<file path="src/rtl/mem_arbiter.sv">
// Round-robin arbiter sharing one synchronous-read memory port between N_REQ requesters.
// Each access takes three cycles: arbitrate (IDLE), grant/read (GRANT), return data (DATA).
module mem_arbiter #(
  parameter int N_REQ = 4,
  parameter int AW    = 14,
  parameter int DW    = 10,
  parameter int CW    = 16
) (
  input  logic                       clk,
  input  logic                       rst,
  input  logic [N_REQ-1:0]           req,
  input  logic [N_REQ*AW-1:0]        addr,
  output logic [N_REQ-1:0]           grant,
  output logic [DW-1:0]              rdata,
  output logic [N_REQ-1:0]           rvalid,
  output logic                       mem_en,
  output logic [AW-1:0]              mem_addr,
  input  logic [DW-1:0]              mem_rdata,
  input  logic [$clog2(N_REQ)-1:0]   dbg_sel,
  output logic [1:0]                 D_STATE,
  output logic [$clog2(N_REQ)-1:0]   D_LAST,
  output logic [CW-1:0]              D_COUNT
);

  localparam int SW = $clog2(N_REQ);

  typedef enum logic [1:0] {
    IDLE  = 2'd0,
    GRANT = 2'd1,
    DATA  = 2'd2
  } state_t;

  state_t        state, state_nxt;
  logic [SW-1:0] win, win_nxt, last;
  logic          found;
  logic [CW-1:0] cnt [N_REQ];

  function automatic logic [CW-1:0] sat_inc(input logic [CW-1:0] v);
    return (&v) ? v : v + CW'(1);
  endfunction

  // Rotating priority: search starts just after the last winner and ends on it.
  always_comb begin
    found   = 1'b0;
    win_nxt = last;
    for (int k = 1; k <= N_REQ; k++) begin
      if (!found && req[(int'(last) + k) % N_REQ]) begin
        found   = 1'b1;
        win_nxt = SW'((int'(last) + k) % N_REQ);
      end
    end
  end

  always_comb begin
    state_nxt = state;
    case (state)
      IDLE:    if (found) state_nxt = GRANT;
      GRANT:   state_nxt = DATA;
      DATA:    state_nxt = IDLE;
      default: state_nxt = IDLE;
    endcase
  end

  always_ff @(posedge clk or posedge rst) begin
    if (rst) state <= IDLE;
    else     state <= state_nxt;
  end

  always_ff @(posedge clk or posedge rst) begin
    if (rst) begin
      win      <= '0;
      last     <= SW'(N_REQ - 1);
      mem_addr <= '0;
      for (int i = 0; i < N_REQ; i++) cnt[i] <= '0;
    end else begin
      if (state == IDLE && found) begin
        win      <= win_nxt;
        mem_addr <= addr[int'(win_nxt)*AW +: AW];
      end
      if (state == GRANT) begin
        last     <= win;
        cnt[win] <= sat_inc(cnt[win]);
      end
    end
  end

  // Outputs decode from registered state only, so req never reaches grant combinationally.
  always_comb begin
    grant  = '0;
    rvalid = '0;
    if (state == GRANT) grant[win]  = 1'b1;
    if (state == DATA)  rvalid[win] = 1'b1;
  end

  assign mem_en  = (state == GRANT);
  assign rdata   = (state == DATA) ? mem_rdata : '0;
  assign D_STATE = state;
  assign D_LAST  = last;

  always_comb begin
    D_COUNT = '0;
    if (int'(dbg_sel) < N_REQ) D_COUNT = cnt[dbg_sel];
  end

endmodule

</file>
<file path="config.mk">
export PLATFORM = sky130hd
export DESIGN_NAME = mem_arbiter
export DESIGN_NICKNAME = d
export VERILOG_FILES = /design/src/rtl/mem_arbiter.sv
export SDC_FILE = /design/constraint.sdc
export NUM_CORES = 1
export LEC_CHECK = 0
export ABC_AREA = 1
export CAP_MARGIN = 20
export CORE_MARGIN = 2
export CORE_UTILIZATION = 45
export CTS_BUF_LIST = sky130_fd_sc_hd__clkbuf_8
export DETAILED_ROUTE_END_ITERATION = 12
export GPL_ROUTABILITY_DRIVEN = 1
export PLACE_DENSITY = 0.75
export SYNTH_ARGS = -nofsm -noshare
export SYNTH_HDL_FRONTEND = slang
export SYNTH_SLANG_ARGS = --single-unit
export TNS_END_PERCENT = 20
</file>
<file path="constraint.sdc">
create_clock -name clk -period 3.1 [get_ports clk]
set_clock_uncertainty 0.2 [all_clocks]
set_input_delay 0.775 -clock clk [delete_from_list [all_inputs] [get_ports clk]]
set_output_delay 0.775 -clock clk [all_outputs]
set_load 0.1 [all_outputs]
</file>
# Word-level counts from Yosys, hierarchy flattened
# Cells that the tools add are included.
totals:
  reg_bits: 84
  latch_bits: 0
  ram_bits: 0
  rom_bits: 0
  inputBits: 74
  out_inout_bits: 53
  word_cells: 85
  memories: 0
classes:
  add_sub_neg: 5
  n_mul: 1
  div: 0
  magnitude_cmp: 9
  n_eq_ne: 3
  shift: 1
  n_mux: 37
  bitwise: 6
  reduce_logical: 15
ops:
  columns: ["cell", "n"]
  rows:
  - ["16-bit 2-to-1 mux", 6]
  - ["16-bit binary-select mux with 2-bit select", 2]
  - ["64-bit bitwise mux", 1]
  - ["56-bit by 7-bit indexed part select with 14-bit output", 1]
  - ["16-bit demux with 2-bit select", 1]
  - ["16-bit by 1-bit adder with 16-bit output, second input constant", 1]
  - ["3-bit by 4-bit less-than comparator with 1-bit output, second input constant", 4]
  - ["16-bit AND reduction", 1]
  - ["1-bit 2-to-1 mux", 13]
  - ["10-bit 2-to-1 mux", 1]
  - ["2-bit 2-to-1 mux", 5]
  - ["1-bit binary-select mux with 2-bit select", 4]
  - ["4-bit 2-to-1 mux", 2]
  - ["2-bit OR reduction", 4]
  - ["3-bit >= comparator, second input constant", 2]
  - ["1-bit logical AND", 6]
  - ["2-bit inverter with 3-bit output", 2]
  - ["2-bit by 3-bit multiplier with 5-bit output, second input constant", 1]
  - ["2-bit by 1-bit adder with 2-bit output, second input constant", 2]
  - ["2-bit adder, second input constant", 2]
  - ["1-bit bitwise AND, first input constant", 4]
  - ["2-bit case mux with 2 select lines", 1]
  - ["1-bit logical NOT", 3]
  - ["2-bit by 3-bit less-than comparator with 1-bit output, second input constant", 1]
  - ["other kinds (7)", 7]

# Longest topological paths before layout
# Gate-level depths: netlist of run 1.
logic_depth:
  word_depth: 18
  ltp_mapped: 16
  mapped_depth_nobuf: 13

# Worst setup path before layout of run 1
# OpenSTA, ideal clock, no wires.
synth_timing:
  path_kind: "flip-flop to output port"
  startpoint: "register state[0] (netlist: D_STATE[0])"
  endpoint: "output grant[1]"
  arrival_ns: 4.300
  required_time_ns: 2.125
  slack_ns: -2.175
  stages_incl_launch_ff: 7
  path_buffers: 2
  cell_sequence: "dfrtp_1 > inv_1 > nor2_1 > inv_1 > nor2_1 > clkbuf_1 > clkbuf_1"
synth_via:
  elab_chain_len: 2
synth_rtl:
  columns: ["item", "line_no", "rtl"]
  rows:
  - ["start, declared", "33", "state_t state, state_nxt;"]
  - ["start signal, assigned", "66", "else state <= state_nxt;"]
  - ["2-bit by 1-bit equality test with 1-bit output", null, null]
  - ["via mem_en", "16", "output logic mem_en,"]
  - ["4-bit 2-to-1 mux", "91", "if (state == GRANT) grant[win] = 1'b1;"]
  - ["end, declared", "13", "output logic [N_REQ-1:0] grant,"]
# The timed path passes the listed nets, and every way through them passes these cells.

# Worst setup path in the final report of run 1
layout_timing:
  startpoint: "register win[1]"
  endpoint: "output grant[0]"
layout_via:
  elab_chain_len: 5
  word_cells_on_any_way: 6
  cone_classes: "order compare (2); mux (3); reduce/logical (1)"
layout_rtl:
  columns: ["item", "line_no", "rtl"]
  rows:
  - ["start, declared", "34", "logic [SW-1:0] win, win_nxt, last;"]
  - ["start signal, assigned", "77", "win <= win_nxt;"]
  - ["2-bit by 3-bit less-than comparator with 1-bit output (not written as such) or 2-bit by 1-bit >= comparator with 1-bit output (tied branches)", "91", null]
  - ["1-bit logical AND (not written as such)", "91", null]
  - ["1-bit 2-to-1 mux (not written as such)", "91", null]
  - ["1-bit demux with 2-bit select (*)", "91", null]
  - ["4-bit 2-to-1 mux (*)", "91", null]
# Mark *: on every way between the ends. The rest lies on a longest branch, timed or not.

==> flow_summary_export.csv, run 1 <==
group,metric,value,unit
setup_path,cp_top_family,"buffers and inverters",
synthesis,ys.flop_type,"dfrtp_1",
floorplan,ios,127,
grt,grt_max_degree,43,
power_and_ir_drop,total_power,7.60,mW
grt,grt_usage,27.8,%
floorplan,num_rows,41,
power_and_ir_drop,ir_drop,0.895,mV
setup_path,start_kind,"flip-flop",
synthesis,synth.most_common_cell,"nand2_1",
cts,cts_num_sinks,84,
routing,drc,0,
placement,hpwl,13500,microns
routing,vias_per_cell,5.41,
timing,tns,0,ns
synthesis,synth-xor-area-share,0.307,%
synthesis,ys_seq_area_share,36.9,%
cts,ctsHoldBuffers,0,
finish,area_growth,36.3,%
routing,postRouteAntennaNets,0,
setup_path,crit-reg2reg-launch,"win[0]",
setup_path,cp.required,2.12,ns
routing,drtIter0Drc,538,
setup_path,worstSetupEndpoint,"grant[0]",
routing,first_pass_iters,5,
setup_path,worstPathCellList,"buf_4, nor2_4, inv_1, nor2_1, buf_4, buf_12",
synthesis,syn_nets,972,
run,drv_cap,0,
timing,tightest_slew,0.640,ns
floorplan,fp.dieW,117,microns
synthesis,synth-edff-count,0,
placement,dp.cells,1177,
cts,cts_buffers,9,
finish,stdcell_count,1194,
power_and_ir_drop,p_per_area,977,nW/um^2
grt,antenna_found_initial,0,
synthesis,muxShareOfSynthArea,0,%
finish,diodes,0,
timing,setup_viol,0,
finish,drive_gt1_share,15.3,%
setup_path,r2r-end,"cnt[49]",
synthesis,yosysWarnings,0,
synthesis,synth_fa_ha_area_share,0.219,%
setup_path,critPathSlowestCell,"dfrtp_1",
synthesis,synth_compound_area_share,6.60,%
cts,cts_setup_buffers,0,
placement,gp_congestion,0.946,
synthesis,synth-seq-cells,84,
synthesis,netlist_instances,897,
setup_path,crit_type,"flip-flop to output port",
timing,max_slew_margin,57.3,%
grt,grt_overflow,0,
setup_path,rr_worst_depth,13,
floorplan,core-area,12500,sq um
synthesis,yosysTopAreaCellShare,35.9,%
cts,clockBufferDepth,2,
cts,clk_pin_slew_worst_paths,0.08,ns
setup_path,regToRegSetupSlack,0.27,ns
routing,routedWlPerCell,15.6,microns
floorplan,die_h,117,microns
setup_path,cp_data_arrival_time,2.09,ns
setup_path,worst-path-stages,6,
power_and_ir_drop,p_leak,4.02,nW
setup_path,crit_fanout,14,
grt,grt_pass1_wl,29500,microns
floorplan,start_util,45.6,%
timing,fin_crit,3.06,ns
run_status,status,"finished clean",
finish,nFillCells,1184,
finish,area.sequential,2110,sq um
floorplan,dieArea,13600,sq um
grt,grt_pass1_vias,5883,
synthesis,synth_common_cells,"nand2_1 (360), nand3_1 (145), nor2_1 (97), dfrtp_1 (82), inv_1 (51)",
synthesis,async_flop_share,100,%
setup_path,crit_path_start,"win[1]",
setup_path,crit_top_cell,"buf_4",
placement,port_buffers,126,
cts,clk_latency,0.37,ns
finish,stdcell_area,7780,sq um
routing,vias,6454,
finish,nets,1092,
cts,cts_tree,"done",
synthesis,yosys-top-cells-area,"dfrtp_1 (36%), nand2_1 (24%), nand3_1 (13%)",
timing,maxSlewViolCount,0,
timing,grt_setup_unrepaired,"true",
synthesis,synth_top_family_by_area,"simple AND/OR/NAND/NOR gates",
finish,multi_input_area,3170,sq um
synthesis,syn_area_per_cell,6.36,sq um
routing,wirelength,18600,microns
synthesis,synth_cell_types,25,
setup_path,critPathBufInv,4,
setup_path,end_kind,"output port",
placement,placed_cell_area,7520,sq um
cts,cts_max_level,3,
synthesis,synth_largest_area_cell,"dfrtp_1",
timing,min_period_over_period,98.8,%
cts,cts_root_buf,"clkbuf_8",
synthesis,syn-cell-area,5710,sq um
setup_path,slowest_delay,0.43,ns
synthesis,synth_simple_gate_area_share,47.1,%
timing,max_freq,0.327,GHz
hold_path,hold_class,"flip-flop to flip-flop",
timing,finalHoldViolCount,0,
stage by stage:
| step | utilization (%) | setup slack [ns] | hold slack, ns |
|---|---|---|---|
| floorplan | - | -0.578 | 0.266 |
| global placement | 60.1 | 0.0126 | 0.267 |
| detailed placement | 60.1 | -0.0203 | 0.269 |
| CTS | 61.9 | 0.0103 | 0.294 |
| global route | 62.2 | -0.0295 | 0.317 |
| finish | 62.2 | 0.0381 | 0.297 |
what timing repair did:
item,in CTS,in global routing
pin swaps,0,1
resized for setup,4,4
setup endpoints to repair,4,28
cloned,0,1
logic make-up after synthesis:
logic type / after synthesis
AO/OA/AOI/OAI: 69
XOR/XNOR: 2
adder cells (fa/ha/maj): 1
buffers and inverters: 109
flip-flops: 84
AND/OR/NAND/NOR: 632
final cells by class:
cell class              instances  area share [%]
multi-input cells             704            40.7
repair buffers                157            23.9
flip-flops and latches         84            27.1
clock buffers                   9            1.59
well taps                     172            2.77
inverters                      61            3.02
clock inverters                 7           0.981
where the power goes:
group          leakage [nW]  switching [mW]  internal (mW)
logic                  2.82            3.73           1.45
clock network         0.107           0.437          0.380
registers              1.10           0.236           1.37
total                  4.02            4.40           3.20
flip-flops by register name (all words and copies together) (netlist names):
name and count:
D_LAST 2, cnt 64, mem_addr 14, win 2, D_STATE 2
worst min path at each step:
stage               depth (start not counted)  slack [ns]           end    startpoint
floorplan                                   2        0.27       cnt[16]       cnt[16]
global placement                            2        0.27   mem_addr[0]   mem_addr[0]
detailed placement                          2        0.27   mem_addr[6]   mem_addr[6]
CTS                                         2        0.29   mem_addr[6]   mem_addr[6]
global route                                2        0.32  mem_addr[11]  mem_addr[11]
finish                                      2        0.30   mem_addr[6]   mem_addr[6]
layout by cell type (no fill, tap or decap), types with 3 or more instances in the layout:
master           Yosys  layout
clkbuf_8             0       9
nand2_2              4       3
dfrtp_2              0       3
o22ai_2              0       5
nor2_4               2       3
inv_1               51      50
inv_2                8       9
nand3_1            145     145
o21ai_1              4       5
a31oi_1              9       9
o22ai_1             16      11
buf_12               0      38
a21oi_1              3       3
nor2_2               5      15
clkdlybuf4s50_1      0      72
o21ai_0             37      36
nand3_2             13      13
buf_4               11      45
dfrtp_1             82      79
nand4_1              4       4
nor2_1              97      86
nand2_1            360     360
worst reg2reg max path, cell delays in order, from the launching register on:
cell	delay, ns
dfrtp_2	0.51
buf_4	0.26
nand2_1	0.07
nand2_1	0.06
nand2_1	0.04
nand2_1	0.18
ha_1	0.37
nand3_2	0.19
nor2_4	0.25
nand2_4	0.23
nand2_1	0.12
nand2_1	0.11
nand2_1	0.08
nand2_1	0.05
layer usage:
metal,global-route usage [%],vias up,wire [microns]
met3,5.71,39,1550
met5,0,-,0
li1,-,3107,-
met1,36.0,2989,7610
met2,46.2,319,8920
met4,10.4,0,542
(Power assumes the default switching activity.)
==> inputs of run 2 (changes only) <==
REMOVE_ABC_BUFFERS = 1   (was unset)
==> flow_summary_export.csv, run 2 (synthesis gave the netlist of run 1 again) <==
group,metric,value,unit
cts,cts_root_buf,"clkbuf_8",
routing,postRouteAntennaNets,0,
placement,dpl_worst_slack,-0.0478,ns
finish,area_growth,36.1,%
routing,drtIter0Drc,513,
timing,grt_setup_unrepaired,"true",
floorplan,num_rows,41,
routing,drc,0,
finish,largest_reg_flops,64,
power_and_ir_drop,ir_drop,0.829,mV
placement,port_buffers,126,
power_and_ir_drop,p_per_area,985,nW/um^2
placement,hpwl,13200,microns
floorplan,fp.dieW,117,microns
grt,grt_pass1_vias,6068,
power_and_ir_drop,total_power,7.66,mW
finish,nets,1095,
hold_path,hold_class,"flip-flop to flip-flop",
finish,nFillCells,1176,
timing,min_period_over_period,99.4,%
run_status,status,"finished clean",
finish,diodes,0,
setup_path,slowest_delay,0.52,ns
cts,cts_buffers,9,
routing,vias,6394,
timing,max_slew_margin,56.8,%
timing,finalHoldViolCount,0,
cts,clk_latency,0.37,ns
setup_path,cp_data_arrival_time,2.11,ns
finish,fin_util,62.1,%
routing,routedWlPerCell,15.0,microns
grt,antenna_found_initial,0,
power_and_ir_drop,p_leak,4.01,nW
setup_path,critPathSlowestCell,"clkdlybuf4s50_1",
floorplan,core-area,12500,sq um
finish,regMostFlops,"cnt",
timing,tightest_slew,0.647,ns
floorplan,die_h,117,microns
finish,drive_gt1_share,14.4,%
timing,fin_ws,0.0196,ns
placement,gp_congestion,1.02,
routing,wirelength,18000,microns
setup_path,start_kind,"primary input",
timing,setup_viol,0,
finish,reg_top3,"cnt (64), mem_addr (14)",
setup_path,crit_top_cell,"buf_4",
routing,first_pass_iters,5,
cts,cts_num_sinks,84,
floorplan,start_util,45.6,%
finish,layout_commonest_cell,"nand2_1",
timing,maxSlewViolCount,0,
grt,grt_usage,28.1,%
timing,max_freq,0.325,GHz
cts,cts_tree,"done",
setup_path,worstPathCellList,"clkdlybuf4s50_1, buf_4, o21ai_0, o22ai_2, buf_4, buf_12",
setup_path,crit_fanout,7,
grt,grt_overflow,0,
setup_path,cp.required,2.12,ns
cts,clockBufferDepth,2,
cts,cts_max_level,3,
cts,ctsHoldBuffers,0,
grt,grt_pass1_wl,30000,microns
routing,vias_per_cell,5.34,
floorplan,ios,127,
setup_path,end_kind,"output port",
grt,grt_max_degree,39,
timing,fin_crit,3.08,ns
finish,final_cell_mix,"nand2_1 (360), nand3_1 (145), nor2_1 (96)",
setup_path,crit_type,"primary input to output port",
cts,clk_pin_slew_worst_paths,0.08,ns
run,drv_cap,0,
timing,timing.hold.ws,0.296,ns
floorplan,dieArea,13600,sq um
## run 2: changes by cell type in the layout (fill, tap and decap cells not counted), sizes merged
cell          previous run  this run
inv                     63        62
dlygate4sd2              0         1
dlymetal6s2s             1         0
bufinv                   1         2
clkinv                   4         2
buf                     83        87
clkinvlp                 0         1
## run 2: final cells by class
cell class / instances / area, sq um / area share (%)
tap: 172 / 215 / 2.77
inverter: 61 / 235 / 3.03
multi-input combinational: 704 / 3140 / 40.4
sequential: 84 / 2110 / 27.1
clock buffer: 10 / 138 / 1.77
clock inverter: 6 / 80.1 / 1.03
timing repair buffer: 160 / 1860 / 24.0
## run 2: metal layers
metal  track usage [%]  vias up  part of all wire (%)
met5                 0        -                     0
met4              12.0        0                   3.1
met3              6.23       46                   9.2
met2              46.1      326                    47
met1              35.9     2903                    41
li1                  -     3119                     -
## run 2: metrics by stage
| stage | instance area (sq um) | std cells | setup TNS [ns] |
|---|---|---|---|
| after floorplan | 5440 | 849 | -206.67 |
| after global placement | 7510 | 1181 | -0.0737 |
| after detailed placement | 7510 | 1181 | -0.0526 |
| after CTS | 7740 | 1197 | -0.0186 |
| after global routing | 7770 | 1197 | -0.0384 |
| final | 7770 | 1197 | 0 |
## run 2: worst paths after layout
path	start	to	slack, ns	depth (start not counted)
setup / recovery	dbg_sel[1]	D_COUNT[13]	0.02	6
hold / removal	mem_addr[0]	mem_addr[0]	0.30	2
setup reg to reg	win[0]	cnt[22]	0.28	13
hold reg to reg	mem_addr[0]	mem_addr[0]	0.30	2
max in group asynchronous	rst	D_LAST[1]	1.66	3
min in group asynchronous	rst	cnt[46]	0.42	2
## run 2: critical path, delay by kind of cell
kind	cells	cell delay, ns
buffers and inverters	4	1.01
AOI/OAI and AO/OA	2	0.31
## run 2: power by group
part / switching [mW] / total [mW] / internal [mW]
registers: 0.258 / 1.63 / 1.37
logic: 3.70 / 5.16 / 1.46
clock network: 0.404 / 0.873 / 0.469
total: 4.36 / 7.66 / 3.29
## run 2: what timing repair did
action / 4_1_cts / 5_1_grt
pin swaps: 1 / 0
buffers inserted: 0 / 0
setup endpoints to repair: 5 / 33
gates resized for setup: 5 / 7
==> inputs of run 3 (changes only) <==
RECOVER_POWER = 100   (was unset)
==> flow_summary_export.csv, run 3 (synthesis gave the netlist of run 1 again) <==
group,metric,value,unit
setup_path,worstSetupEndpoint,"D_COUNT[13]",
power_and_ir_drop,p_comb_share,65.9,%
setup_path,crit_path_start,"dbg_sel[1]",
setup_path,cp_top_family,"buffers and inverters",
run,drv_cap,0,
placement,gp_congestion,1.02,
setup_path,rr_worst_depth,12,
power_and_ir_drop,p_switching,4.32,mW
cts,cts_num_sinks,84,
placement,dpl_worst_slack,-0.0478,ns
routing,wirelength,18000,microns
finish,area.sequential,2110,sq um
routing,drtIter0Drc,539,
setup_path,start_kind,"primary input",
setup_path,worst-path-stages,6,
routing,first_pass_iters,6,
power_and_ir_drop,p_sw_share,59.1,%
finish,diodes,0,
setup_path,critPathBufInv,4,
finish,largest_reg_flops,64,
grt,grt_pass1_wl,30000,microns
timing,max_slew_margin,11.3,%
power_and_ir_drop,ir_drop,0.922,mV
finish,layout_commonest_cell,"nand2_1",
setup_path,r2r-end,"mem_addr[3]",
floorplan,start_util,45.6,%
timing,max_freq,0.324,GHz
placement,hpwl,13200,microns
timing,grt_setup_unrepaired,"true",
grt,grt_usage,28.1,%
cts,clk_latency,0.37,ns
timing,fin_crit,3.08,ns
finish,area_growth,27.0,%
placement,placed_cell_area,7510,sq um
setup_path,end_kind,"output port",
floorplan,core-area,12500,sq um
cts,cts_max_level,3,
setup_path,crit_fanout,7,
setup_path,crit-reg2reg-launch,"D_LAST[0]",
power_and_ir_drop,seq_power_share,22.2,%
finish,fin_util,57.9,%
setup_path,cp.required,2.12,ns
timing,tns,0,ns
setup_path,crit_type,"primary input to output port",
grt,grt_pass1_vias,6068,
power_and_ir_drop,p_int,2.99,mW
routing,postRouteAntennaNets,0,
timing,setup_viol,0,
floorplan,num_rows,41,
setup_path,crit_top_cell,"buf_4",
timing,maxSlewViolCount,0,
cts,cts_tree,"done",
grt,grt_max_degree,39,
finish,multi_input_area,3090,sq um
timing,tightest_slew,1.33,ns
finish,regMostFlops,"cnt",
setup_path,worstPathCellList,"clkdlybuf4s50_1, buf_4, o21ai_0, o22ai_2, buf_4, buf_12",
floorplan,die_h,117,microns
routing,vias,6374,
timing,min_period_over_period,99.4,%
cts,cts_root_buf,"clkbuf_8",
cts,cts_setup_buffers,0,
finish,drive_gt1_share,11.2,%
routing,routedWlPerCell,15.1,microns
setup_path,regToRegSetupSlack,0.21,ns
hold_path,hold_class,"flip-flop to flip-flop",
timing,timing.hold.ws,0.292,ns
finish,stdcell_area,7250,sq um
placement,port_buffers,126,
timing,finalHoldViolCount,0,
routing,drc,0,
cts,clk_pin_slew_worst_paths,0.08,ns
cts,cts_buffers,9,
power_and_ir_drop,p_leak,3.78,nW
run_status,status,"finished clean",
grt,grt_overflow,0,
floorplan,ios,127,
power_and_ir_drop,total_power,7.30,mW
setup_path,critPathSlowestCell,"clkdlybuf4s50_1",
finish,stdcell_count,1197,
power_and_ir_drop,p_per_area,1010,nW/um^2
finish,final_cell_mix,"nand2_1 (363), nand3_1 (151), nor2_1 (96)",
finish,nFillCells,1266,
cts,clockBufferDepth,2,
routing,vias_per_cell,5.32,
timing,fin_ws,0.0181,ns
floorplan,fp.dieW,117,microns
finish,nets,1095,
placement,dp.cells,1181,
grt,antenna_found_initial,0,
floorplan,dieArea,13600,sq um
power_and_ir_drop,clockPowerShare,11.9,%
setup_path,cp_data_arrival_time,2.11,ns
setup_path,slowest_delay,0.52,ns
finish,reg_top3,"cnt (64), mem_addr (14)",
run 3: worst min-delay path by stage:
stage / from / to / slack (ns) / cells after the start
2_1_floorplan: cnt[16] / cnt[16] / 0.27 / 2
3_3_place_gp: mem_addr[6] / mem_addr[6] / 0.27 / 2
3_5_place_dp: mem_addr[2] / mem_addr[2] / 0.27 / 2
4_1_cts: mem_addr[7] / mem_addr[7] / 0.30 / 2
5_1_grt: mem_addr[2] / mem_addr[2] / 0.31 / 2
6_report: mem_addr[0] / mem_addr[0] / 0.29 / 2
run 3: timing repair:
action                     CTS  global route
pin swaps                    1             0
resized for setup            5             7
hold buffers                 0             0
setup endpoints to repair    5            33
run 3: tightest hold or removal path, cell delays in order, from the launching register on:
cell and delay, ns:
dfrtp_1 0.35, nand2_1 0.06, nand2_1 0.05
run 3: layer usage:
metal  track usage [%]  vias up  part of all wire, %
met3              6.23       39                  9.1
li1                  -     3114                    -
met5                 0        -                    0
met2              46.1      315                   47
met4              12.0        0                  2.8
met1              35.9     2906                   41
run 3: layout make-up:
type                       count  area share (%)
multi-input combinational    704            42.6
tap                          172            2.97
sequential                    84            29.0
timing repair buffer         160            19.1
clock inverter                 6            1.10
clock buffer                  10            1.90
inverter                      61            3.24
run 3: power groups by stage:
stage | clock [mW] | sequential, mW | combinational, mW
floorplan | 0 | 2.44 | 2.63
global placement | 0 | 1.63 | 5.07
detailed placement | 0 | 1.63 | 5.13
CTS | 0.879 | 1.62 | 5.13
global route | 0.932 | 1.65 | 5.21
finish | 0.871 | 1.62 | 4.81
